### src/rtl/if_fetch_stage.sv
// rtl/if_fetch_stage.sv - instruction fetch stage with IF/ID pipeline register
module if_fetch_stage #(
  parameter logic [31:0] RESET_PC = 32'h0000_0000,
  parameter logic [31:0] NOP_WORD = 32'h0000_0000
) (
  input  logic        clk,
  input  logic        reset,
  output logic        imem_req,
  output logic [31:0] imem_addr,
  input  logic [31:0] imem_rdata,
  input  logic        imem_ready,
  input  logic        ID_stall,
  input  logic        br_taken,
  input  logic [31:0] br_target,
  output logic [31:0] ID_instr,
  output logic [31:0] ID_pc,
  output logic [31:0] ID_pc4,
  output logic        ID_valid
);

  typedef enum logic [1:0] {IDLE, REQ, HOLD, DRAIN} state_t;

  state_t      r_state;
  logic        r_req;
  logic [31:0] r_pc;
  logic [31:0] r_hold_buf;
  logic [31:0] r_hold_pc;
  logic [31:0] r_drain_addr;
  logic [31:0] r_id_instr;
  logic [31:0] r_id_pc;
  logic [31:0] r_id_pc4;
  logic        r_id_valid;

  logic [31:0] w_target;
  logic [31:0] w_pc4;
  logic [31:0] w_addr;

  assign w_target  = {br_target[31:2], 2'b00};
  assign w_pc4     = r_pc + 32'd4;
  // A redirected but still outstanding fetch keeps its original address until it completes.
  assign w_addr    = (r_state == DRAIN) ? r_drain_addr : r_pc;
  assign imem_addr = {w_addr[31:2], 2'b00};
  assign imem_req  = r_req;
  assign ID_instr  = r_id_instr;
  assign ID_pc     = r_id_pc;
  assign ID_pc4    = r_id_pc4;
  assign ID_valid  = r_id_valid;

  always_ff @(posedge clk or posedge reset) begin
    if (reset) begin
      r_state      <= IDLE;
      r_req        <= 1'b0;
      r_pc         <= RESET_PC;
      r_hold_buf   <= 32'd0;
      r_hold_pc    <= 32'd0;
      r_drain_addr <= 32'd0;
      r_id_instr   <= NOP_WORD;
      r_id_pc      <= 32'd0;
      r_id_pc4     <= 32'd0;
      r_id_valid   <= 1'b0;
    end else begin
      case (r_state)
        IDLE: begin
          r_state <= REQ;
          r_req   <= 1'b1;
        end
        REQ: begin
          if (br_taken) begin
            r_pc       <= w_target;
            r_id_instr <= NOP_WORD;
            r_id_valid <= 1'b0;
            if (!imem_ready) begin
              r_drain_addr <= r_pc;
              r_state      <= DRAIN;
            end
          end else if (imem_ready && !ID_stall) begin
            r_id_instr <= imem_rdata;
            r_id_pc    <= r_pc;
            r_id_pc4   <= w_pc4;
            r_id_valid <= 1'b1;
            r_pc       <= w_pc4;
          end else if (imem_ready) begin
            // Decode is frozen: park the word so it is neither lost nor refetched.
            r_hold_buf <= imem_rdata;
            r_hold_pc  <= r_pc;
            r_pc       <= w_pc4;
            r_state    <= HOLD;
            r_req      <= 1'b0;
          end else if (!ID_stall) begin
            r_id_instr <= NOP_WORD;
            r_id_valid <= 1'b0;
          end
        end
        HOLD: begin
          if (br_taken) begin
            r_pc       <= w_target;
            r_id_instr <= NOP_WORD;
            r_id_valid <= 1'b0;
            r_state    <= REQ;
            r_req      <= 1'b1;
          end else if (!ID_stall) begin
            r_id_instr <= r_hold_buf;
            r_id_pc    <= r_hold_pc;
            r_id_pc4   <= r_hold_pc + 32'd4;
            r_id_valid <= 1'b1;
            r_state    <= REQ;
            r_req      <= 1'b1;
          end
        end
        DRAIN: begin
          r_id_instr <= NOP_WORD;
          r_id_valid <= 1'b0;
          if (br_taken) r_pc <= w_target;
          if (imem_ready) r_state <= REQ;
        end
        default: begin
          r_state <= IDLE;
          r_req   <= 1'b0;
        end
      endcase
    end
  end

endmodule

### config.mk
export PLATFORM = sky130hd
export DESIGN_NAME = if_fetch_stage
export DESIGN_NICKNAME = d
export VERILOG_FILES = /design/src/rtl/if_fetch_stage.sv
export SDC_FILE = /design/constraint.sdc
export NUM_CORES = 1
export LEC_CHECK = 0
export CORE_MARGIN = 4
export CORE_UTILIZATION = 48
export CTS_CLUSTER_SIZE = 16
export DETAILED_ROUTE_END_ITERATION = 12
export PLACE_DENSITY = 0.78
export SLEW_MARGIN = 40
export SYNTH_ARGS = -nofsm -noshare
export SYNTH_HDL_FRONTEND = slang
export SYNTH_SLANG_ARGS = --single-unit
### constraint.sdc
create_clock -name clk -period 12.2 [get_ports clk]
set_clock_uncertainty 0.15 [all_clocks]
set_input_delay 1.22 -clock clk [delete_from_list [all_inputs] [get_ports clk]]
set_output_delay 1.22 -clock clk [all_outputs]
set_load 0.005 [all_outputs]
---- After elaboration in Yosys (flattened, before gate mapping) ----
Index checks and enable logic that the tools add are counted.
word-level totals
  register bits ........................... 228
  latch bits .............................. 0
  memory bits (writable) .................. 0
  ROM bits ................................ 0
  input port bits ......................... 69
  output and inout port bits .............. 130
  memories ................................ 0
cells by class
  add/sub/neg operators ................... 2
  multiply operators ...................... 0
  divide/modulo/power cells ............... 0
  magnitude comparators ................... 0
  equal/unequal tests ..................... 18
  shift operators ......................... 0
  multiplexer cells ....................... 43
  bitwise operators ....................... 3
  reduce and logical (&&, ||, !) cells .... 15
operators with widths
  kind                                                    count
  2-to-1 mux 32 bit                                       19
  one-hot mux 32 bit (2 select lines)                     3
  one-hot mux 32 bit (3 select lines)                     1
  adder 32 x 3 -> 32 bit (second input constant)          2
  AND reduction 5 bit                                     3
  2-to-1 mux 2 bit                                        7
  inequality test 2 bit (second input constant)           7
  inequality test 3 bit (second input constant)           4
  inequality test 4 bit (second input constant)           3
  2-to-1 mux 1 bit                                        10
  one-hot mux 2 bit (4 select lines)                      1
  AND reduction 4 bit                                     2
  one-hot mux 1 bit (3 select lines)                      2
  AND reduction 3 bit                                     2
  nonzero test 3 bit                                      2
  equality test 2 bit (second input constant)             2
  nonzero test 2 bit                                      2
  inverter 1 bit                                          3
  equality test 2 x 1 -> 1 bit (second input constant)    1
  zero test 2 bit                                         1
  inequality test 2 x 1 -> 1 bit (second input constant)  1
  OR reduction 2 bit                                      1
  logical AND 1 bit                                       1
  zero test 1 bit                                         1

---- Logic depth before layout (Yosys ltp) ----
  word-level depth ........................ 5
  gate-level depth with buffers ........... 7
  gate-level depth less buffers ........... 6

---- Least setup slack after synthesis ----
OpenSTA, ideal clock, no wires.
  kind .................................... input port to flip-flop
  start point ............................. input port br_taken
  end point ............................... register r_hold_pc[28]
  setup time .............................. 0.125 ns
  arrival ................................. 2.696 ns
  path slack .............................. 9.229 ns
  cell stages on the path ................. 6
  buffers on the path ..................... 3
  path through ............................ clkbuf_1 > nand2b_1 > nor2_1 > buf_1 > clkbuf_1 > mux2_2
between the ends
  word-level cells in the longest chain between the ends .. 2
RTL lines
  what                                  line  source
  start: declaration                    13    input logic br_taken,
  inverter 1 bit (no source line)       -
  AND reduction 4 bit (no source line)  -
  end signal: assignment                85    r_hold_pc <= r_pc;
  end: declaration                      27    logic [31:0] r_hold_pc;
No other way between the ends.
A chain may end at the register's enable or synchronous reset.

---- Worst setup path after layout ----
  start point ............................. register r_state[1]
  end point ............................... output port imem_addr[20]
between the ends
  word-level cells in the longest chain between the ends .. 2
RTL lines
  what                      line  source
  start: declaration        23    state_t r_state;
  start signal: assignment  51    r_state <= IDLE;
  start signal: assignment  64    r_state <= REQ;
  start signal: assignment  74    r_state <= DRAIN;
  equality test 2 bit       41    assign w_addr = (r_state == DRAIN) ? r_drain_addr : r_pc;
  2-to-1 mux 32 bit         41
  end: declaration          9     output logic [31:0] imem_addr,
No other way between the ends.

==> impl_metrics.ini <==
[timing]
max_freq_ghz = 0.238
period_needed_ns = 4.21
setup_ws_ns = 7.99
hold_ws_ns = 0.330
relSlewSlack_pct = 50.1
max_slew.worst_pin.slew_ns = 0.746
final.setup.tns_ns = 0
setup_violations = 0
rsz0062_at_grt = false
finalMaxSlewViolations = 0
fin_crit_sh_pct = 34.5
final_hold_viol_count = 0

[power]
p_int_mw = 1.76
switching_share_pct = 30.6
p_seq_share_pct = 44.7
p_switching_mw = 0.776
irDropWorstVdd_mv = 0.114
p_per_area_nw_per_um2 = 184
p_total_mw = 2.54
power.leakage_nw = 5.66
combPwrFrac_pct = 27.7
power_frac_clock_pct = 27.6

[die]
start_util_pct = 49.4
die_h_microns = 159
num_io_pins = 199
die_area_sq_um = 25200
die-width_microns = 159
core-area_sq_um = 22100
fp-row-count = 54

[yosys]
synth_cells = 1058
syn_area_sq_um = 10900
yosys_register_bits = 218
synth_top_cell_area_share_pct = 50.0
yosysWarnings = 0
async_reset_ff_share_pct = 100
seq_area_frac_synth_pct = 50.0
synth-edff-count = 0
synth_area_leaders = dfrtp_1 (50%), mux2_2 (12%), nand2_1 (3.6%)
yosysTopAreaCell = dfrtp_1
yosysUniqueCellTypes = 57
synth_ff_type = dfrtp_1
synth.avg_cell_area_sq_um = 10.3

[critical_path]
startpoint_type = register
worstSetupPathType = reg -> out
endpoint_kind = primary output
ff2ff_path_depth = 7
arrival_ns = 2.84
crit_start = r_state[1]
cp_data_required_time_ns = 10.83
critPathMaxFanout = 19
r2r-start = r_state[0]

[cts]
clk_pin_slew_ns = 0.06
cts_tree = built
h-tree-depth = 1
numCtsBuffers = 24
cts_root_buf = clkbuf_16
cts.repair.resized = 0
clk-insertion-delay-late_ns = 0.52
cts_setup_buffers = 0
cts.sinks = 218
cts-hold-fix-buffers = 0
clockBufferDepth = 3

[layout]
area.growth.synth_to_final_pct = 26.3
multi_input_area_sq_um = 5090
fill_cells = 1777
drive_gt1_share_pct = 15.9
nNetsFinal = 1267
finalNonFillerCells = 1495
final_cell_mix = dfrtp_1 (218), clkdlybuf4s50_1 (190), mux2_2 (119)
design_area_sq_um = 13800
final_common_cell = dfrtp_1
seq_area_sq_um = 5460
post-route-util_pct = 62.4

[placed_design]
dpl-instance-area_sq_um = 13000
io_buffers = 190
post-dp-hpwl_microns = 20400
place_inst = 1450
gp_congestion = 0.930
pre_cts_ws_ns = 8.17

[route]
wl_microns = 29200
initialDrtViolationCount = 654
drtAntennaViolNets = 0
wl_per_cell_microns = 19.5
dr.pass1.iters = 4
via_per_inst = 5.80
via_count = 8668
drc = 0

[global_route]
grt_pass1_wl_microns = 47000
antenna_found_initial = 1
grt_usage_pct = 22.3
grt_max_degree = 138
grt-ovfl-total = 0
grt_pass1_vias = 8715

[worst_hold_path]
holdPathStages = 2
worstHoldStart = ID_pc4[11]
hp-class = reg -> reg

[flow_run]
drv_cap = 0

[outcome]
outcome = complete, no violations
## kinds of logic (layout without fill, tap and decap cells)
kind of cell,count (synthesis),count (layout),share of synthesized area (%)
AO/OA/AOI/OAI,243,243,13.5
AND/OR/NAND/NOR,282,282,12.7
adder cells (fa/ha/maj),3,3,0.321
multiplexers,154,154,15.5
buffers and inverters,109,260,4.15
other,1,7,0.0343
flip-flops,218,218,50.0
XOR/XNOR,48,48,3.85
## final cells by class
type | count | share of cell area (%)
well taps | 280 | 2.54
repair buffers | 205 | 15.1
clock buffers | 37 | 5.23
multi-input cells | 736 | 36.9
diodes | 1 | 0.0182
inverters | 11 | 0.390
clock inverters | 7 | 0.299
flip-flops and latches | 218 | 39.6
## power by group through the flow
stage               clock [mW]  combinational, mW  sequential, mW
detailed placement           0              0.708            1.14
finish                   0.699              0.703            1.13
global placement             0              0.686            1.12
global route             0.748              0.775            1.16
floorplan                    0              0.408            1.06
CTS                      0.712              0.712            1.13
## worst max-delay path, stage by stage, from the launching register on
cell             delay (ns)
dfrtp_1                0.56
nand2_1                0.50
buf_4                  0.38
mux2_2                 0.37
clkdlybuf4s50_1        0.51
## metal layers
layer  part of all wire, %  GRT usage [%]  up-vias  wire length, microns
met5                     0              0        -                     0
met4                   2.5           6.55        0                   733
met3                   9.8           7.10       50                  2870
met2                    46           34.5      332                 13300
met1                    42           30.6     4233                 12300
li1                      -              -     4053                     -
## worst paths after layout
| path | to | slack, ns |
|---|---|---|
| max in group asynchronous | ID_pc[31] | 9.53 |
| min in group asynchronous | ID_instr[25] | 1.12 |
| min reg2reg | ID_pc4[11] | 0.33 |
| max | imem_addr[20] | 7.99 |
| max reg2reg | ID_pc4[26] | 9.01 |
| min | ID_pc4[11] | 0.33 |
## sequential cells by signal, summed over array words and instances (netlist names), 2 cells and up
signal / flops
ID_pc: 30
r_hold_pc: 30
r_pc: 30
ID_instr: 32
r_drain_addr: 30
r_hold_buf: 32
r_state: 2
ID_pc4: 30
## cell usage after synthesis (3+ instances only)
library cell and number:
a22oi_1 37, or4_1 5, o221ai_1 6, nand4_1 18, o21ai_0 71, nor2_1 68, xor2_1 18, nand2_1 106
buf_2 15, a221o_1 5, and3_1 7, nor3_1 12, mux2i_1 35, o22ai_1 16, and4_1 6, buf_1 11
mux2_2 119, nand2b_1 3, o31ai_1 6, nor4_1 9, inv_1 11, buf_4 6, nor3b_1 3, nand3_1 26
a2bb2oi_1 12, a21oi_1 79, xnor2_1 30, clkbuf_1 64, dfrtp_1 218
No activity file was read; power rests on OpenSTA's default activity.
